===== src/rtl/mux_rr_pkg.sv =====
// Shared definitions for the round-robin multiplexer and its arbiter.
package mux_rr_pkg;

  localparam int STAT_W = 16;

  typedef logic [STAT_W-1:0] stat_t;

  // Ceiling log2, floored at 1 so a channel index is never zero-width.
  function automatic int clog2_f(input int unsigned v);
    int r;
    r = 1;
    for (int unsigned i = 1; i < 32; i++) begin
      if ((64'(1) << i) < 64'(v)) r = int'(i) + 1;
    end
    return r;
  endfunction

endpackage


===== src/rtl/mux_rr_nbit_if.sv =====
// Producer/consumer bundle for mux_rr_nbit: M request channels in, one tagged channel out.
interface mux_rr_nbit_if
  import mux_rr_pkg::*;
#(
  parameter int N = 4,
  parameter int M = 4
);
  localparam int SEL_W = clog2_f(M);

  logic [M*N-1:0]   in_data;
  logic [M-1:0]     in_valid;
  logic [M-1:0]     in_ready;
  logic [N-1:0]     out_data;
  logic [SEL_W-1:0] out_sel;
  logic             out_valid;
  logic             out_ready;

  // The multiplexer side.
  modport slave (
    input  in_data, in_valid, out_ready,
    output in_ready, out_data, out_sel, out_valid
  );

  // The producers/consumer side.
  modport master (
    output in_data, in_valid, out_ready,
    input  in_ready, out_data, out_sel, out_valid
  );
endinterface


===== src/rtl/rr_arbiter.sv =====
// Combinational round-robin arbiter: searches req starting one past last_grant,
// wrapping around; the first set bit wins. All grant outputs are gated by en.
module rr_arbiter
  import mux_rr_pkg::*;
#(
  parameter int M = 4,
  localparam int SEL_W = clog2_f(M)
) (
  input  logic [M-1:0]     req,
  input  logic [SEL_W-1:0] last_grant,
  input  logic             en,
  output logic [M-1:0]     gnt_onehot,
  output logic [SEL_W-1:0] gnt_idx,
  output logic             gnt_any
);

  logic [SEL_W-1:0] w_idx;
  logic             w_found;

  // Rotating find-first over the request vector.
  always_comb begin
    w_idx      = '0;
    w_found    = 1'b0;
    gnt_idx    = '0;
    gnt_any    = 1'b0;
    gnt_onehot = '0;
    for (int unsigned k = 1; k <= M; k++) begin
      w_idx = SEL_W'((32'(last_grant) + k) % 32'(M));
      if (!w_found && req[w_idx]) begin
        w_found = 1'b1;
        gnt_idx = w_idx;
      end
    end
    gnt_any    = w_found & en;
    gnt_onehot = gnt_any ? (M'(1) << gnt_idx) : '0;
  end

endmodule


===== src/rtl/mux_rr_nbit.sv =====
// Registered M-input, N-bit round-robin arbitrating multiplexer with valid/ready
// on every channel. Optional per-channel grant counters under MUX_RR_STATS_EN.
module mux_rr_nbit
  import mux_rr_pkg::*;
#(
  parameter int N = 4,
  parameter int M = 4
) (
  input  logic           clk,
  input  logic           rst_n,
  mux_rr_nbit_if.slave   bus
`ifdef MUX_RR_STATS_EN
  ,
  input  logic              clr_stats,
  output logic [M*STAT_W-1:0] grant_cnt
`endif
);

  localparam int SEL_W = clog2_f(M);

  logic [N-1:0]     r_data;
  logic [SEL_W-1:0] r_sel;
  logic             r_valid;
  logic [SEL_W-1:0] r_last_grant;

  logic             w_load;
  logic [M-1:0]     w_gnt_onehot;
  logic [SEL_W-1:0] w_gnt_idx;
  logic             w_gnt_any;
  logic [N-1:0]     w_data_sel;

  // Output register may refill in the same cycle it drains.
  assign w_load = ~r_valid | bus.out_ready;

  rr_arbiter #(.M(M)) u_arb (
    .req        (bus.in_valid),
    .last_grant (r_last_grant),
    .en         (w_load),
    .gnt_onehot (w_gnt_onehot),
    .gnt_idx    (w_gnt_idx),
    .gnt_any    (w_gnt_any)
  );

  // Grant is already qualified by load, so it doubles as the accept vector.
  assign bus.in_ready  = w_gnt_onehot;
  assign bus.out_data  = r_data;
  assign bus.out_sel   = r_sel;
  assign bus.out_valid = r_valid;

  // One-hot AND-OR select of the granted channel's data.
  always_comb begin
    w_data_sel = '0;
    for (int unsigned i = 0; i < M; i++) begin
      if (w_gnt_onehot[i]) w_data_sel = w_data_sel | bus.in_data[i*N +: N];
    end
  end

  // Output register and round-robin pointer; pointer moves only on a transfer.
  always_ff @(posedge clk or negedge rst_n) begin
    if (!rst_n) begin
      r_data       <= '0;
      r_sel        <= '0;
      r_valid      <= 1'b0;
      r_last_grant <= SEL_W'(M - 1);
    end else if (w_load) begin
      if (w_gnt_any) begin
        r_data       <= w_data_sel;
        r_sel        <= w_gnt_idx;
        r_valid      <= 1'b1;
        r_last_grant <= w_gnt_idx;
      end else begin
        r_valid <= 1'b0;
      end
    end
  end

`ifdef MUX_RR_STATS_EN
  stat_t r_cnt [M];

  // Saturating per-channel transfer counters; clear wins over increment.
  always_ff @(posedge clk or negedge rst_n) begin
    if (!rst_n) begin
      for (int unsigned i = 0; i < M; i++) r_cnt[i] <= '0;
    end else if (clr_stats) begin
      for (int unsigned i = 0; i < M; i++) r_cnt[i] <= '0;
    end else begin
      for (int unsigned i = 0; i < M; i++) begin
        if (w_gnt_onehot[i] && (r_cnt[i] != '1)) r_cnt[i] <= r_cnt[i] + 1'b1;
      end
    end
  end

  // Flatten counters onto the output bus, channel i at [i*STAT_W +: STAT_W].
  always_comb begin
    grant_cnt = '0;
    for (int unsigned i = 0; i < M; i++) grant_cnt[i*STAT_W +: STAT_W] = r_cnt[i];
  end
`endif

endmodule


===== src/flat_wrapper.sv =====
// flat-port wrapper written by rule: the top's interface ports become plain ports
module mux_rr_nbit_flat import mux_rr_pkg::*;
#(
  parameter int N = 4,
  parameter int M = 4
)
  (clk, rst_n, bus_in_data, bus_in_valid, bus_out_ready, bus_in_ready, bus_out_data, bus_out_sel, bus_out_valid);
  mux_rr_nbit_if #(.N(N), .M(M)) bus_i ();
  input  logic clk;
  input  logic rst_n;
  input wire logic [$bits(bus_i.in_data)-1:0] bus_in_data;
  input wire logic [$bits(bus_i.in_valid)-1:0] bus_in_valid;
  input wire logic [$bits(bus_i.out_ready)-1:0] bus_out_ready;
  output wire logic [$bits(bus_i.in_ready)-1:0] bus_in_ready;
  output wire logic [$bits(bus_i.out_data)-1:0] bus_out_data;
  output wire logic [$bits(bus_i.out_sel)-1:0] bus_out_sel;
  output wire logic [$bits(bus_i.out_valid)-1:0] bus_out_valid;
  assign bus_i.in_data = bus_in_data;
  assign bus_i.in_valid = bus_in_valid;
  assign bus_i.out_ready = bus_out_ready;
  assign bus_in_ready = bus_i.in_ready;
  assign bus_out_data = bus_i.out_data;
  assign bus_out_sel = bus_i.out_sel;
  assign bus_out_valid = bus_i.out_valid;
  mux_rr_nbit #(.N(N), .M(M)) u_core (.clk(clk), .rst_n(rst_n), .bus(bus_i));
endmodule

===== config.mk =====
export PLATFORM = sky130hd
export DESIGN_NAME = mux_rr_nbit_flat
export DESIGN_NICKNAME = d
export VERILOG_FILES = /design/src/rtl/mux_rr_pkg.sv /design/src/rtl/mux_rr_nbit_if.sv /design/src/rtl/rr_arbiter.sv /design/src/rtl/mux_rr_nbit.sv /design/src/flat_wrapper.sv
export SDC_FILE = /design/constraint.sdc
export NUM_CORES = 1
export LEC_CHECK = 0
export ABC_AREA = 1
export ABC_CLOCK_PERIOD_IN_PS = 2300
export CORE_UTILIZATION = 41
export CTS_BUF_LIST = sky130_fd_sc_hd__clkbuf_8
export DETAILED_ROUTE_END_ITERATION = 12
export GPL_TIMING_DRIVEN = 0
export PLACE_DENSITY = 0.76
export SLEW_MARGIN = 40
export SYNTH_ARGS = -nofsm -noshare
export SYNTH_HDL_FRONTEND = slang
export SYNTH_SLANG_ARGS = --single-unit

===== constraint.sdc =====
create_clock -name clk -period 2.3 [get_ports clk]
set_clock_uncertainty 0.05 [all_clocks]
set_input_delay 0.345 -clock clk [delete_from_list [all_inputs] [get_ports clk]]
set_output_delay 0.345 -clock clk [all_outputs]
set_load 0.005 [all_outputs]

Yosys cells after proc, flatten, opt, wreduce, memory -nomap -nowiden --
Cells that the tools add are included.
Storage, ports and cells: ROM bits 0, RAM bits 0, register bits 9, input bits 23, bits in latches 0, logic and storage cells 48, memories 0, output and inout bits 11
Operators by class: shift-type cells 1, $add $sub $neg 4, reduce and logical (&&, ||, !) cells 7, equal/unequal tests 0, bitwise operators 6, multiplexer cells 22, magnitude comparators 4, divide/modulo/power cells 0, multiply operators 0
Operators with widths (number):
- $mux 4 | 5
- $lt 2x3->1 const B | 4
- $or 4x4->4 | 3
- $mux 1 | 9
- $bmux 1 s2 | 4
- $mux 2 | 4
- $add 2x1->2 const B | 2
- $add 2x2->2 const B | 2
- $shl 1x2->4 const A | 1
- $logic_and 1x1->1 | 3
- $logic_not 1->1 | 3
- $reduce_and 2->1 | 1
- $and 1x1->1 | 1
- $not 1->1 | 1
- $or 1x1->1 | 1

Depth between registers and ports, before layout --
depth in word-level cells 22, gate-level depth with buffers 15

By module --
Synthesis repeated with hierarchy kept, for this count alone.
Second synthesis, totals: cells, all modules 133, area, all modules 858.3 um2
Modules (own cells, without submodules):
- mux_rr_nbit | seq. area each 227.7 um2, area each 495.5 um2, cells each 60, instances 1
- rr_arbiter | seq. area each 0.0 um2, area each 362.8 um2, cells each 73, instances 1

Least setup slack after synthesis --
OpenSTA, ideal clock, no wires.
path type register to output, from register u_core.r_last_grant[0], to output port bus_in_ready[3], data arrival time 1497 ps, cell stages (with the launch flop) 14, data required time 1905 ps, slack 408 ps, path buffers 1, cells stage by stage dfstp_2 -> buf_6 -> inv_8 -> nand2_1 -> nand2_2 -> nand2_1 -> nand2_2 -> nand2_2 -> nand3_2 -> clkinv_1 -> nand2_2 -> nand2_4 -> nand2_4 -> nor2_4
On the way: longest elaborated chain between the ends 15
RTL lines:
- from (decl) | line mux_rr_nbit.sv:24 | logic [SEL_W-1:0] r_last_grant;
- from (signal assigned) | line mux_rr_nbit.sv:64 | r_last_grant <= SEL_W'(M - 1);
- from (signal assigned) | line mux_rr_nbit.sv:70 | r_last_grant <= w_gnt_idx;
- $add 2x1->2 | line rr_arbiter.sv:28 | w_idx = SEL_W'((32'(last_grant) + k) % 32'(M));
- $bmux 1 s2 | line rr_arbiter.sv:29 | if (!w_found && req[w_idx]) begin
- $mux 1 (implied by the code) | line rr_arbiter.sv:29
- $mux 1 | line rr_arbiter.sv:29
- $logic_not 1->1 | line rr_arbiter.sv:29
- $logic_and 1x1->1 | line rr_arbiter.sv:29
- $mux 1 | line rr_arbiter.sv:29
- $logic_not 1->1 | line rr_arbiter.sv:29
- $logic_and 1x1->1 | line rr_arbiter.sv:29
- $mux 1 | line rr_arbiter.sv:29
- $logic_not 1->1 | line rr_arbiter.sv:29
- $logic_and 1x1->1 | line rr_arbiter.sv:29
- $mux 2 or $mux 1 (tied branches) | line rr_arbiter.sv:29
- $shl 1x2->4 or $and 1x1->1 (tied branches) | line rr_arbiter.sv:35, rr_arbiter.sv:34
- $mux 4 (*) | line rr_arbiter.sv:35 | gnt_onehot = gnt_any ? (M'(1) << gnt_idx) : '0;
- to (decl) | line flat_wrapper.sv:14 | output wire logic [$bits(bus_i.in_ready)-1:0] bus_in_ready;
Every way passes the cells marked *; elsewhere a longest branch is shown, timed or not. The select of a mux whose other input is x is not followed.

Worst setup path after layout --
Same ends and word-level chain as after synthesis.

==> results.json <==
{
  "clock_latency_ns": 0.23,
  "antenna_found_initial": 0,
  "fin_crit_sh": 1.02,
  "critPathKind": "flop to output port",
  "required_ns": 1.90,
  "grt_overflow": 0,
  "yosys-top-cells-count": "35 x nand2_1, 12 x nand2_2, 11 x nand2_4, 11 x nand3_1, 10 x nor2_1",
  "status": "finished, violations left",
  "power_mw": 2.87,
  "max_freq_mhz": 425,
  "reg2regPathDepth": 15,
  "regArea_um2": 228,
  "synth_top_area_share": 0.197,
  "synth_cells": 121,
  "area_growth_pct": 78.4,
  "pre_cts_ws_ns": -0.453,
  "setup_viol": 3,
  "core_mm2": 0.00200,
  "io_buffers": 33,
  "yosysUniqueCellTypes": 25,
  "cts_root_buffer": "clkbuf_8",
  "grtUsageMet3": 0.0126,
  "peakVddDrop_uv": 1160,
  "synth-edff-count": 0,
  "antenna_left": 0,
  "final_max_slew_viol_count": 0,
  "dieArea_mm2": 0.00235,
  "ys_seq_area_frac": 0.257,
  "end_kind": "output port",
  "clock-sinks": 9,
  "grt_first_pass_wirelength_um": 4440,
  "n_fill_cell": 133,
  "io_pins": 34,
  "power.leakage_nw": 0.761,
  "cts_tree": "yes",
  "slew_headroom": 0.743,
  "setup_slack_ns": -0.0525,
  "hold_viol": 0,
  "rsz0062_at_grt": "true",
  "n_antenna_cell": 0,
  "power_frac_clock": 0.061,
  "clockBufferDepth": 2,
  "syn-mean-instance-area_um2": 7.33,
  "initial_utilization": 0.443,
  "synth_top_area_cell": "dfrtp_1",
  "drc": 0,
  "cp_common_cell": "nand2_4",
  "cp.arrival_ns": 1.96,
  "critical-path-max-stage-delay_ns": 0.57,
  "met2_usage": 0.439,
  "syn_nets": 144,
  "violations": "setup timing",
  "grt_max_degree": 10,
  "wl_per_cell_um": 14.2,
  "synth_async_sr_flop_share": 1.00,
  "yosys.cell_count.top_type": "nand2_1",
  "cp_cell_sequence": "buf_8 -> inv_12 -> nand2_4 -> nand2_4 -> nand2_4 -> nand2_4 -> nor2_4 -> nand3_4 -> nand2_4 -> nand2_4 -> nand2_4 -> nor2_4 -> buf_2",
  "num_vias": 992,
  "drtIter0Drc": 10,
  "synth_ff_type": "dfrtp_1",
  "crit_fanout": 9,
  "swShare": 0.504,
  "rows": 16,
  "fin_nets": 199,
  "clk_pin_slew_worst_paths_ns": 0.04,
  "min_period_ns": 2.35,
  "die_x_um": 48.5,
  "slowest_stage": "dfstp_2",
  "place_hpwl_um": 1900,
  "hold_class": "primary input to asynchronous set/reset pin",
  "tightest_slew_ns": 0.385,
  "grt_pass1_vias": 972,
  "cap_violations": 0,
  "cts_buffers": 3,
  "post_dp_cell_area_mm2": 0.00125,
  "routed_via_density": 4.91,
  "netlist_area_um2": 887,
  "final_util": 0.791,
  "busiest_layer": "met2",
  "drive_gt1_frac": 0.469,
  "fin_area_mm2": 0.00158,
  "grt_util_all_layers": 0.246,
  "drt_pass1_iterations": 4,
  "netlist_top_cells_area": "dfrtp_1 20%, nand2_1 15%, nand2_4 14%",
  "yosysWarnings": 0,
  "place_congestion": 0.797,
  "ys_seq_elements": 9,
  "p_int_mw": 1.42,
  "drt-total-wl_um": 2870,
  "grtUsageMet1": 0.307,
  "fin_tns_setup_ns": -0.122,
  "combPwrFrac": 0.827,
  "pwr-share-seq": 0.112,
  "startpoint_type": "flop",
  "power-per-cell-area_mw_per_mm2": 1810,
  "p_switching_mw": 1.45,
  "die_h_um": 48.5,
  "multi_input_area_um2": 706,
  "cts_max_level": 1
}
-- final timing paths --
| check | start | end | slack [ns] |
|---|---|---|---|
| hold reg to reg | u_core.bus.out_data[1] | u_core.bus.out_data[1] | 0.45 |
| setup / recovery | u_core.r_last_grant[0] | bus_in_ready[3] | -0.05 |
| setup reg to reg | u_core.r_last_grant[0] | u_core.bus.out_data[3] | 0.08 |
| max in group asynchronous | rst_n | u_core.r_last_grant[0] | 1.53 |
| min in group clk | u_core.bus.out_data[1] | u_core.bus.out_data[1] | 0.45 |
| hold / removal | rst_n | u_core.bus.out_data[2] | 0.35 |
-- worst max-delay path, delay by kind of cell (launching register included) --
family        cells  cell delay (ns)
buf+inv           3             0.32
flops             1             0.57
simple gates     10             0.84
-- sequential cells by signal, indices dropped and copies added (netlist names) --
register and count:
u_core.r_last_grant 2, u_core.bus.out_data 4, u_core.bus.out_sel 2, u_core.bus.out_valid 1
-- cells in the final DEF (no fill, tap or decap), drive strengths merged --
| cell type | count |
|---|---|
| dfrtp | 7 |
| nor3 | 1 |
| nor2 | 14 |
| a21oi | 2 |
| nand3 | 13 |
| clkdlybuf4s50 | 29 |
| clkbuf | 3 |
| nand4 | 2 |
| clkinv | 2 |
| inv | 14 |
| nor3b | 4 |
| dfstp | 2 |
| nand2 | 58 |
| a21boi | 1 |
| o21ai | 1 |
| buf | 22 |
-- per-stage QoR --
stage	hold WS (ns)	instances
floorplan	-0.000591	121
detailed placement	0.445	181
global placement	0.418	181
CTS	0.364	198
global route	0.386	202
finish	0.353	202
-- power groups by stage --
stage	Clock [mW]	Combinational [mW]	Sequential (mW)
finish	0.174	2.37	0.323
global placement	0	1.65	0.310
floorplan	0	1.19	0.314
detailed placement	0	1.70	0.318
global route	0.188	2.55	0.329
CTS	0.179	2.19	0.330
-- metal layers --
layer,wire length (um),share of wire
met1,1200,0.42
met2,1580,0.55
met3,53,0.018
met4,38,0.013
met5,0,0
-- cell families (layout without fill, tap and decap cells) --
logic type      after synthesis  after routing  synth area share
flops                         9              9             0.257
simple gates                 92             92             0.629
buf+inv                      16             70            0.0889
compound gates                4              4            0.0254
-- area by class of cell --
class,count,area share
Clock buffer,3,0.0261
Tap cell,27,0.0213
Multi-Input combinational cell,96,0.446
Buffer,1,0.00949
Sequential cell,9,0.144
Timing Repair Buffer,50,0.297
Inverter,15,0.0538
Clock inverter,1,0.00237
-- timing repair --
action                                  CTS  global route
cloned                                    1             0
endpoints found under the setup margin    4             8
gates resized for setup                  42            13
setup buffers                            12             4
hold buffers                              0             0
pin swaps                                21            11
(Power assumes the default switching activity.)
